`config.mk`:
```
export PLATFORM = sky130hd
export DESIGN_NAME = button_press_decoder
export DESIGN_NICKNAME = d
export VERILOG_FILES = /design/src/rtl/btn_pkg.sv /design/src/rtl/btn_debounce.sv /design/src/rtl/button_press_decoder.sv
export SDC_FILE = /design/constraint.sdc
export NUM_CORES = 1
export LEC_CHECK = 0
export BUFFER_PORTS_ARGS = -buffer_cell sky130_fd_sc_hd__clkbuf_2
export CORE_UTILIZATION = 45
export CTS_CLUSTER_DIAMETER = 200
export CTS_CLUSTER_SIZE = 12
export DETAILED_ROUTE_END_ITERATION = 10
export GPL_ROUTABILITY_DRIVEN = 0
export GPL_TIMING_DRIVEN = 0
export PLACE_DENSITY_LB_ADDON = 0.3
export SKIP_CTS_REPAIR_TIMING = 1
export SYNTH_ARGS = -nofsm -noshare
export SYNTH_HDL_FRONTEND = slang
export SYNTH_SLANG_ARGS = --single-unit
```
`constraint.sdc`:
```
create_clock -name CLK -period 2.51 [get_ports CLK]
set_input_delay 0.3765 -clock CLK [delete_from_list [all_inputs] [get_ports CLK]]
set_output_delay 0.3765 -clock CLK [all_outputs]
set_load 0.02 [all_outputs]
```
`src/rtl/btn_pkg.sv`:
```
// Shared definitions for the push-button decoder: press FSM states and
// default cycle counts derived from the 12 MHz board clock.
package btn_pkg;

   localparam int unsigned CLK_HZ             = 12_000_000;
   localparam int unsigned DEBOUNCE_DEFAULT   = CLK_HZ / 100;
   localparam int unsigned LONG_PRESS_DEFAULT = CLK_HZ;

   typedef enum logic [1:0] {
      IDLE      = 2'd0,
      PRESSED   = 2'd1,
      LONG_HELD = 2'd2
   } press_state_t;

   // Counter width for a count range of n, never narrower than one bit.
   function automatic int unsigned cnt_width(input int unsigned n);
      return (n > 1) ? $clog2(n) : 1;
   endfunction

endpackage

```
`src/rtl/btn_debounce.sv`:
```
// Two-flop synchroniser, polarity normalisation and debounce counter.
// A clean pin change reaches level DEBOUNCE_CYCLES+2 edges later.
module btn_debounce
   import btn_pkg::*;
#(
   parameter int unsigned DEBOUNCE_CYCLES = DEBOUNCE_DEFAULT,
   parameter bit          BTN_ACTIVE_LOW  = 1'b1
) (
   input  logic clk,
   input  logic rst,
   input  logic btn,
   output logic level
);

   localparam int unsigned   DW       = cnt_width(DEBOUNCE_CYCLES);
   localparam logic [DW-1:0] DEB_LAST = DW'(DEBOUNCE_CYCLES - 1);
   localparam logic          IDLE_RAW = BTN_ACTIVE_LOW;

   logic          sync_1;
   logic          sync_2;
   logic          sync_level;
   logic          stable;
   logic [DW-1:0] deb_cnt;

   assign sync_level = sync_2 ^ BTN_ACTIVE_LOW;
   assign level      = stable;

   // Synchroniser resets to the raw "released" value so no false edge follows reset.
   always_ff @(posedge clk) begin
      if (rst) begin
         sync_1  <= IDLE_RAW;
         sync_2  <= IDLE_RAW;
         stable  <= 1'b0;
         deb_cnt <= '0;
      end else begin
         sync_1 <= btn;
         sync_2 <= sync_1;
         if (sync_level == stable) begin
            deb_cnt <= '0;
         end else if (deb_cnt == DEB_LAST) begin
            stable  <= sync_level;
            deb_cnt <= '0;
         end else begin
            deb_cnt <= deb_cnt + 1'b1;
         end
      end
   end

endmodule

```
`src/rtl/button_press_decoder.sv`:
```
// Debounced button with short/long press classification and a 2-bit MODE register.
// Pulses are registered, one cycle wide; LONG_PRESS fires LONG_PRESS_CYCLES+1 edges after BTN_LEVEL rises.
module button_press_decoder
   import btn_pkg::*;
#(
   parameter int unsigned DEBOUNCE_CYCLES   = DEBOUNCE_DEFAULT,
   parameter int unsigned LONG_PRESS_CYCLES = LONG_PRESS_DEFAULT,
   parameter bit          BTN_ACTIVE_LOW    = 1'b1
) (
   input  logic       CLK,
   input  logic       RST,
   input  logic       BTN,
   output logic       BTN_LEVEL,
   output logic       SHORT_PRESS,
   output logic       LONG_PRESS,
   output logic [1:0] MODE
);

   localparam int unsigned   HW        = cnt_width(LONG_PRESS_CYCLES);
   localparam logic [HW-1:0] HOLD_LAST = HW'(LONG_PRESS_CYCLES - 1);

   logic          level;
   press_state_t  state_q, state_d;
   logic [HW-1:0] hold_q, hold_d;
   logic          short_q, short_d;
   logic          long_q, long_d;
   logic [1:0]    mode_q, mode_d;

   btn_debounce #(
      .DEBOUNCE_CYCLES (DEBOUNCE_CYCLES),
      .BTN_ACTIVE_LOW  (BTN_ACTIVE_LOW)
   ) u_debounce (
      .clk   (CLK),
      .rst   (RST),
      .btn   (BTN),
      .level (level)
   );

   always_ff @(posedge CLK) begin
      if (RST) begin
         state_q <= IDLE;
         hold_q  <= '0;
         short_q <= 1'b0;
         long_q  <= 1'b0;
         mode_q  <= 2'd0;
      end else begin
         state_q <= state_d;
         hold_q  <= hold_d;
         short_q <= short_d;
         long_q  <= long_d;
         mode_q  <= mode_d;
      end
   end

   // Release is tested before the threshold so a coinciding release yields SHORT.
   always_comb begin
      state_d = state_q;
      hold_d  = hold_q;
      short_d = 1'b0;
      long_d  = 1'b0;
      mode_d  = mode_q;
      case (state_q)
         IDLE: begin
            if (level) begin
               state_d = PRESSED;
               hold_d  = '0;
            end
         end
         PRESSED: begin
            if (!level) begin
               state_d = IDLE;
               short_d = 1'b1;
               mode_d  = mode_q + 2'd1;
            end else if (hold_q == HOLD_LAST) begin
               state_d = LONG_HELD;
               long_d  = 1'b1;
               mode_d  = 2'd0;
            end else begin
               hold_d = hold_q + 1'b1;
            end
         end
         LONG_HELD: begin
            if (!level) begin
               state_d = IDLE;
            end
         end
         default: state_d = IDLE;
      endcase
   end

   assign BTN_LEVEL   = level;
   assign SHORT_PRESS = short_q;
   assign LONG_PRESS  = long_q;
   assign MODE        = mode_q;

endmodule

```
# Word level (Yosys, flattened, before mapping)
# Cells that the tools add are included.
# totals
regBits	50
in_bits	3
word_cells	49
# classes
n_addsub	3
n_eq_ne	11
n_mux	13
bitwise	4
reduce_logical	9
# ops
op	n
24-bit 2-to-1 mux	3
24-bit one-hot mux with 2 select lines	1
24-bit by 1-bit adder with 24-bit output (second input constant)	1
24-bit == test (second input constant)	1
17-bit by 1-bit adder with 17-bit output (second input constant)	1
17-bit == test (second input constant)	1
2-bit 2-to-1 mux	6
2-bit inequality test (second input constant)	3
2-bit one-hot mux with 3 select lines	1
3-bit OR reduction	2
2-bit by 1-bit inequality test with 1-bit output (second input constant)	2
1-bit NOT	4
2-bit AND reduction	2
4-bit AND reduction	1
3-bit inequality test (second input constant)	1
3-bit AND reduction	1
2-bit by 1-bit adder with 2-bit output (second input constant)	1
2-bit by 1-bit == test with 1-bit output (second input constant)	1
2-bit == test (second input constant)	1
2-bit zero test	1
1-bit 2-to-1 mux	2
2-bit nonzero test	1
2-bit OR reduction	1
1-bit == test	1

# Depth between registers and ports, before layout
# Gate-level depths: netlist of run 1.
# depth
depth_word	4
depth_mapped	8
depth_no_buf	6

# Modules after synthesis
# A second synthesis of run 1 with hierarchy kept.
# hier_totals
cells_unflattened	292
hier_area_um2	2521.2
# modules_own_cells
module	n_inst	cells_each	area_per_inst_um2
button_press_decoder	1	196	1626.6
btn_debounce	1	96	894.6

# Worst setup path before layout of run 1
# OpenSTA, ideal clock, no wires.
# synth_timing
kind	register to register
start	register hold_q[0]
end	register hold_q[20]
setup_time_ns	0.120
arrival_ns	1.803
t_required_ns	2.390
path_slack_ns	0.587
stages_incl_launch_ff	7
n_path_buf	0
period_less_slack_ns	1.923
path_cell_list	dfxtp_1 ha_1 nand3_4 or4_4 o21bai_4 nor4_1 a211o_1
# synth_via
elab_chain_cells	4
elab_cells_between_ends	7
cone_classes	1 x add/sub; 2 x eq/ne; 3 x mux; 1 x reduce/logical
# synth_lines
element	line	text
start: declaration	button_press_decoder.sv:24	logic [HW-1:0] hold_q, hold_d;
start signal: assignment	button_press_decoder.sv:48	hold_q <= hold_d;
24-bit by 1-bit adder with 24-bit output	button_press_decoder.sv:79	hold_d = hold_q + 1'b1;
24-bit 2-to-1 mux	button_press_decoder.sv:74	end else if (hold_q == HOLD_LAST) begin
24-bit 2-to-1 mux	button_press_decoder.sv:70	if (!level) begin
24-bit one-hot mux with 2 select lines	button_press_decoder.sv:62	case (state_q)
# Several ways; a longest one is shown, not always the timed one. The select of a mux whose other input is x is not followed.
# A chain may end at the register's enable or synchronous reset.

# Final worst setup path of run 1
# Ends and elaborated chain as after synthesis.

==> impl_metrics.csv, run 1 <==
group,metric,value,unit
routing,dr_total_vias,2270,
clock_tree,clock_sinks,50,
routing,drt-pass1-iter-count,5,
setup_path,crit_arrival,2400,ps
placed_design,port_buffers,7,
floorplan,fp.dieW,78.4,µm
clock_tree,clockRootBuffer,"clkbuf_8",
global_route,antenna_found_initial,0,
routing,drc,0,
floorplan,core,5570,µm²
final_layout,area_growth_syn_to_layout,9.10,%
routing,ant_nets,0,
setup_path,startpoint_type,"register",
synth,ys_async_sr_fraction,0,%
setup_path,regToRegStartpoint,"hold_q[0]",
synth,ys.warnings.count,0,
run_status,status,"finished, final reports clean",
synth,avgSynthCellArea,8.79,µm²
synth,syn_area,2630,µm²
routing,via_per_inst,5.88,
setup_path,endpoint,"hold_q[20]",
setup_path,crit_type,"reg -> reg",
global_route,grt_max_degree,17,
setup_path,rrSetupSlack,310,ps
final_layout,post-route-util,51.4,%
min_path,hp-class,"in -> reg",
power,seqPwrFrac,56.6,%
floorplan,num_rows,27,
global_route,grt_first_pass_wirelength,10.0,mm
power,p_comb_share,2.4,%
final_layout,n_antenna_cell,0,
synth,syn_inst,299,
global_route,grt_use_total,20.8,%
floorplan,io_pins,8,
power,internal-power,1.11,mW
clock_tree,cts_tree,"built",
floorplan,design.die.area,6150,µm²
synth,seq_area_frac_synth,38.1,%
placed_design,place_area,2750,µm²
routing,drt_iter0_drc,138,
setup_path,cp_max_fo,10,
final_layout,final_area,2870,µm²
routing,totalWireLength,6.00,mm
timing,tightest_slew,716,ps
power,power_density,493,nW/µm²
setup_path,startpoint,"hold_q[0]",
synth,synth_edf_count,0,
power,p_sw_share,21.7,%
final_layout,drive_gt1_share,13.4,%
setup_path,endpoint_kind,"register",
timing,setup_viol,0,
setup_path,cp.required,2700,ps
timing,max_slew_margin,52.0,%
power,switchingPower,307,µW
placed_design,dpl.hpwl,4.15,mm
floorplan,die_h,78.4,µm
setup_path,reg2regPathDepth,6,
setup_path,worstReg2RegEnd,"hold_q[20]",
timing,finClkSkew,12.0,ps
timing,fin_tns_setup,0,ps
floorplan,floorplan.initialDensity,47.1,%
timing,rsz0062_at_grt,"false",
power,peakVddDrop,0.000294,V
clock_tree,cts.htree.levels,2,
timing,hold_viol_final,0,
synth,syn-num-nets,304,
placed_design,dpl.cell_count,378,
global_route,grt_pass1_vias,2153,
routing,detail_route.wl_per_cell,15.5,µm
power,leakage,0.883,nW
clock_tree,clk_pin_slew,100,ps
timing,max_freq,0.454,GHz
synth,ys_ff_latch,50,
final_layout,nNetsFinal,318,
timing,period_needed,2200,ps
global_route,grt.overflow.total,0,
timing,fin_crit_sh,87.7,%
clock_tree,clk_latency,310,ps
power,power,1.41,mW
timing,report.final.slew_viol_count,0,
synth,ys_types,65,
clock_tree,cts_buffers,5,
final_layout,stdcell_count,386,
synth,synth_ff_type,"dfxtp_1",
clock_tree,clk_path_buf_depth,2,
run,cap_viol_max_count,0,
power,p_clk_share,41.0,%
per-layer routing:
metal	share of wire (%)	GRT usage (%)	up-vias
met4	2.0	9.07	0
met5	0	0	-
li1	-	-	1128
met1	45	24.6	1062
met3	4.5	4.53	12
met2	49	36.1	68
cell type report:
class / count / area, µm²
Tap cell: 72 / 90.1
Clock inverter: 3 / 45.0
Sequential cell: 50 / 1000
Multi-Input combinational cell: 231 / 1530
Buffer: 12 / 73.8
Clock buffer: 5 / 68.8
Inverter: 6 / 22.5
Fill cell: 547 / 2710
Timing Repair Buffer: 7 / 35.0
state kept, by name, indices dropped and copies added, names as in the netlist:
register,cells
hold_q,24
u_debounce.deb_cnt,17
MODE,2
state_q,2
LONG_PRESS,1
SHORT_PRESS,1
u_debounce.level,1
u_debounce.sync_1,1
u_debounce.sync_2,1
cells in the mapped netlist, types with 2 or more instances:
master     instances  area [µm²]
dfxtp_1           50        1000
nor2_1            32         120
nand2_1           22        82.6
nand3_1           15        75.1
a21oi_1           11        55.1
nand4_1           10        62.6
xnor2_1           10        87.6
nor2b_1            9        56.3
nor3_1             9        45.0
clkbuf_1           7        26.3
nand2b_1           7        43.8
o21ai_0            7        35.0
inv_1              6        22.5
nor4_1             6        37.5
xor2_1             6        52.6
a31oi_1            5        31.3
and4_1             5        43.8
mux2i_1            4        40.0
o31ai_1            4        30.0
or2_2              4        25.0
a21o_1             3        22.5
nand4b_1           3        26.3
o211ai_1           3        22.5
o21ai_1            3        15.0
a211o_1            2        17.5
a211oi_1           2        15.0
a22o_1             2        17.5
a311oi_1           2        17.5
and3_1             2        12.5
and3_2             2        15.0
buf_4              2        15.0
clkbuf_8           2        27.5
ha_1               2        25.0
nand3_4            2        35.0
nand3b_1           2        15.0
nand4bb_1          2        22.5
nor3b_1            2        15.0
o211a_1            2        20.0
or3_1              2        12.5
or3_2              2        15.0
or4_1              2        15.0
layout by cell type, fill, tap and decap left out, drive strengths merged, types with 10 or more instances in the layout:
cell / n
o21ai: 11
xnor2: 10
a21oi: 11
nor2: 32
nor3: 10
nand4: 10
dfxtp: 50
nand2: 22
nand3: 17
clkbuf: 21
worst min path at each step:
stage	cells after the start	slack, ps	end	start
2_1_floorplan	1	390	u_debounce.sync_2	u_debounce.sync_1
3_3_place_gp	1	390	u_debounce.sync_2	u_debounce.sync_1
3_5_place_dp	1	400	u_debounce.sync_2	u_debounce.sync_1
4_1_cts	2	240	u_debounce.sync_1	BTN
5_1_grt	2	250	u_debounce.sync_1	BTN
6_report	2	250	u_debounce.sync_1	BTN
power groups by stage:
stage               Clock, mW  Sequential [mW]  Combinational, mW
floorplan                   0            0.822             0.0194
global placement            0            0.819             0.0341
detailed placement          0            0.819             0.0343
CTS                     0.593            0.801             0.0343
global route            0.631            0.802             0.0376
finish                  0.579            0.801             0.0342
per-stage QoR:
step | hold WS (ps) | worst slack, ps
after CTS | 241 | 315
final | 249 | 308
after global placement | 393 | 365
after floorplan | 389 | 587
after detailed placement | 398 | 373
after global routing | 252 | 145
cell families (layout without fill, tap and decap cells):
group,count (synthesis),count (layout),share of synthesized area [%]
fa+ha+maj,2,2,0.952
mux,4,4,1.52
simple gates,154,154,35.5
compound gates,55,55,14.9
flops,50,50,38.1
xor+xnor,16,16,5.33
buf+inv,18,33,3.67
worst max-delay path, stage by stage (launching register included):
cell,delay [ps]
dfxtp_1,420
ha_1,270
nand3_4,160
or4_4,590
o21bai_4,280
nor4_1,100
a211o_1,270
Note: power is estimated with default switching activity, not from simulation.
==> inputs of run 2 (changes only) <==
--- a/config.mk
+++ b/config.mk
@@ -13,6 +13,7 @@
 export GPL_ROUTABILITY_DRIVEN = 0
 export GPL_TIMING_DRIVEN = 0
 export PLACE_DENSITY_LB_ADDON = 0.3
+export RECOVER_POWER = 100
 export SKIP_CTS_REPAIR_TIMING = 1
 export SYNTH_ARGS = -nofsm -noshare
 export SYNTH_HDL_FRONTEND = slang
==> run 2 against run 1 <==
Total power is 0.14% lower. Clock power hardly changed. Flip-flop and latch count stayed put. Die area stayed put. Final cell count stayed put. Combinational power is 7.3% lower. Clock skew is 0.69 ps lower. Sequential share of layout area is 0.31 points higher. Cell area is 0.87% lower. Largest cell class unchanged. Largest power group unchanged.
==> impl_metrics.csv, run 2 (synthesis results as in run 1) <==
group,metric,value,unit
run_status,status,"finished, final reports clean",
floorplan,core,5570,µm²
routing,top_layer_used,"met4",
final_layout,n_antenna_cell,0,
setup_path,path_common_cell,"o21ai_0",
timing,hold_viol_final,0,
setup_path,endpoint,"hold_q[13]",
global_route,grt_max_degree,17,
power,leakage,0.855,nW
floorplan,floorplan.initialDensity,47.1,%
routing,detail_route.wl_per_cell,15.6,µm
clock_tree,clk_pin_slew,100,ps
setup_path,crit_type,"reg -> reg",
setup_path,reg2regPathDepth,7,
setup_path,crit_arrival,2560,ps
clock_tree,clk_path_buf_depth,2,
power,peakVddDrop,0.000292,V
routing,drc,0,
clock_tree,clock_sinks,50,
setup_path,startpoint,"hold_q[0]",
setup_path,crit_chain,"ha_1 -> nand3_4 -> or4_1 -> o21ai_0 -> buf_4 -> o21ai_0 -> a21oi_1",
timing,tightest_slew,713,ps
routing,m1WireLength,2.71,mm
timing,fin_crit_sh,92.3,%
run,cap_viol_max_count,0,
setup_path,rrSetupSlack,190,ps
setup_path,endpoint_kind,"register",
min_path,hp-class,"in -> reg",
timing,max_slew_margin,52.2,%
final_layout,layout_common_cells,"dfxtp_1 (50), nor2_1 (32), nand2_1 (22)",
floorplan,num_rows,27,
global_route,grt_use_total,20.8,%
setup_path,slowest_delay,620,ps
placed_design,dpl.hpwl,4.15,mm
setup_path,regToRegStartpoint,"hold_q[0]",
routing,totalWireLength,6.01,mm
power,power,1.41,mW
final_layout,final_common_cell,"dfxtp_1",
global_route,grt_first_pass_wirelength,10.0,mm
routing,drt_iter0_drc,133,
min_path,min_from,"BTN",
setup_path,cp_max_fo,10,
clock_tree,clk_latency,310,ps
timing,setup_viol,0,
timing,rsz0062_at_grt,"false",
setup_path,slowest_stage,"or4_1",
final_layout,top_register,"hold_q",
routing,drt-pass1-iter-count,5,
clock_tree,clockRootBuffer,"clkbuf_8",
final_layout,reg_top3,"hold_q (24), u_debounce.deb_cnt (17)",
final_layout,area_growth_syn_to_layout,8.14,%
final_layout,multi_input_area,1520,µm²
global_route,antenna_found_initial,0,
power,power_density,497,nW/µm²
final_layout,drive_gt1_share,10.5,%
final_layout,fill_cells,556,
routing,via_per_inst,5.91,
final_layout,final-seq-area,1000,µm²
floorplan,design.die.area,6150,µm²
final_layout,largest_reg_flops,24,
placed_design,port_buffers,7,
routing,dr_total_vias,2281,
clock_tree,cts.htree.levels,2,
final_layout,nNetsFinal,318,
clock_tree,cts_buffers,5,
timing,finClkSkew,11.4,ps
setup_path,startpoint_type,"register",
routing,ant_nets,0,
routing,wl_met2,2.87,mm
floorplan,die_h,78.4,µm
timing,period_needed,2320,ps
global_route,grt.overflow.total,0,
setup_path,cp.required,2750,ps
floorplan,fp.dieW,78.4,µm
timing,fin_tns_setup,0,ps
clock_tree,cts_tree,"built",
timing,max_freq,0.432,GHz
floorplan,io_pins,8,
global_route,grt_pass1_vias,2153,
routing,dr_wl_met3,312,µm
timing,report.final.slew_viol_count,0,
setup_path,worstReg2RegEnd,"hold_q[13]",
run 2: cell counts in the layout (fill, tap and decap cells not counted):
Identical to the previous run, type by type.
run 2: report_power, final:
group	total [mW]	switching, mW	internal [mW]	leakage (nW)
Combinational	0.0317	0.0210	0.0107	0.401
Clock	0.580	0.283	0.297	0.0504
Sequential	0.801	0.00369	0.797	0.403
run 2: worst min-delay path by stage:
stage,endpoint,depth (start not counted)
after floorplan,u_debounce.sync_2,1
after global routing,u_debounce.sync_1,2
after CTS,u_debounce.sync_1,2
after global placement,u_debounce.sync_2,1
after detailed placement,u_debounce.sync_2,1
final,u_debounce.sync_1,2
run 2: area by class of cell:
type / instances / share of cell area [%]
inverters: 6 / 0.793
clock buffers: 5 / 2.42
plain buffers: 12 / 2.25
flip-flops and latches: 50 / 35.2
clock inverters: 3 / 1.59
well taps: 72 / 3.17
repair buffers: 7 / 0.969
multi-input cells: 231 / 53.6
run 2: critical path, delay by kind of cell, from the launching register on:
| kind | cells | cell delay, ps |
|---|---|---|
| AO/OA/AOI/OAI | 3 | 530 |
| buffers and inverters | 1 | 250 |
| AND/OR/NAND/NOR | 2 | 780 |
| flip-flops | 1 | 420 |
| adder cells (fa/ha/maj) | 1 | 280 |
run 2: per-stage QoR:
stage | worst slack, ps | area (µm²) | util [%] | std cells | hold slack (ps)
2_1_floorplan | 587 | 2630 | - | 299 | 389
3_3_place_gp | 365 | 2750 | 49.4 | 378 | 393
3_5_place_dp | 373 | 2750 | 49.4 | 378 | 398
4_1_cts | 315 | 2870 | 51.4 | 386 | 241
5_1_grt | 96.4 | 2840 | 51.0 | 386 | 252
6_report | 193 | 2840 | 51.0 | 386 | 251
run 2: routing by layer:
metal	GRT usage [%]	vias up
met3	4.53	12
met2	36.1	78
met5	0	-
met4	9.07	0
li1	-	1127
met1	24.6	1064
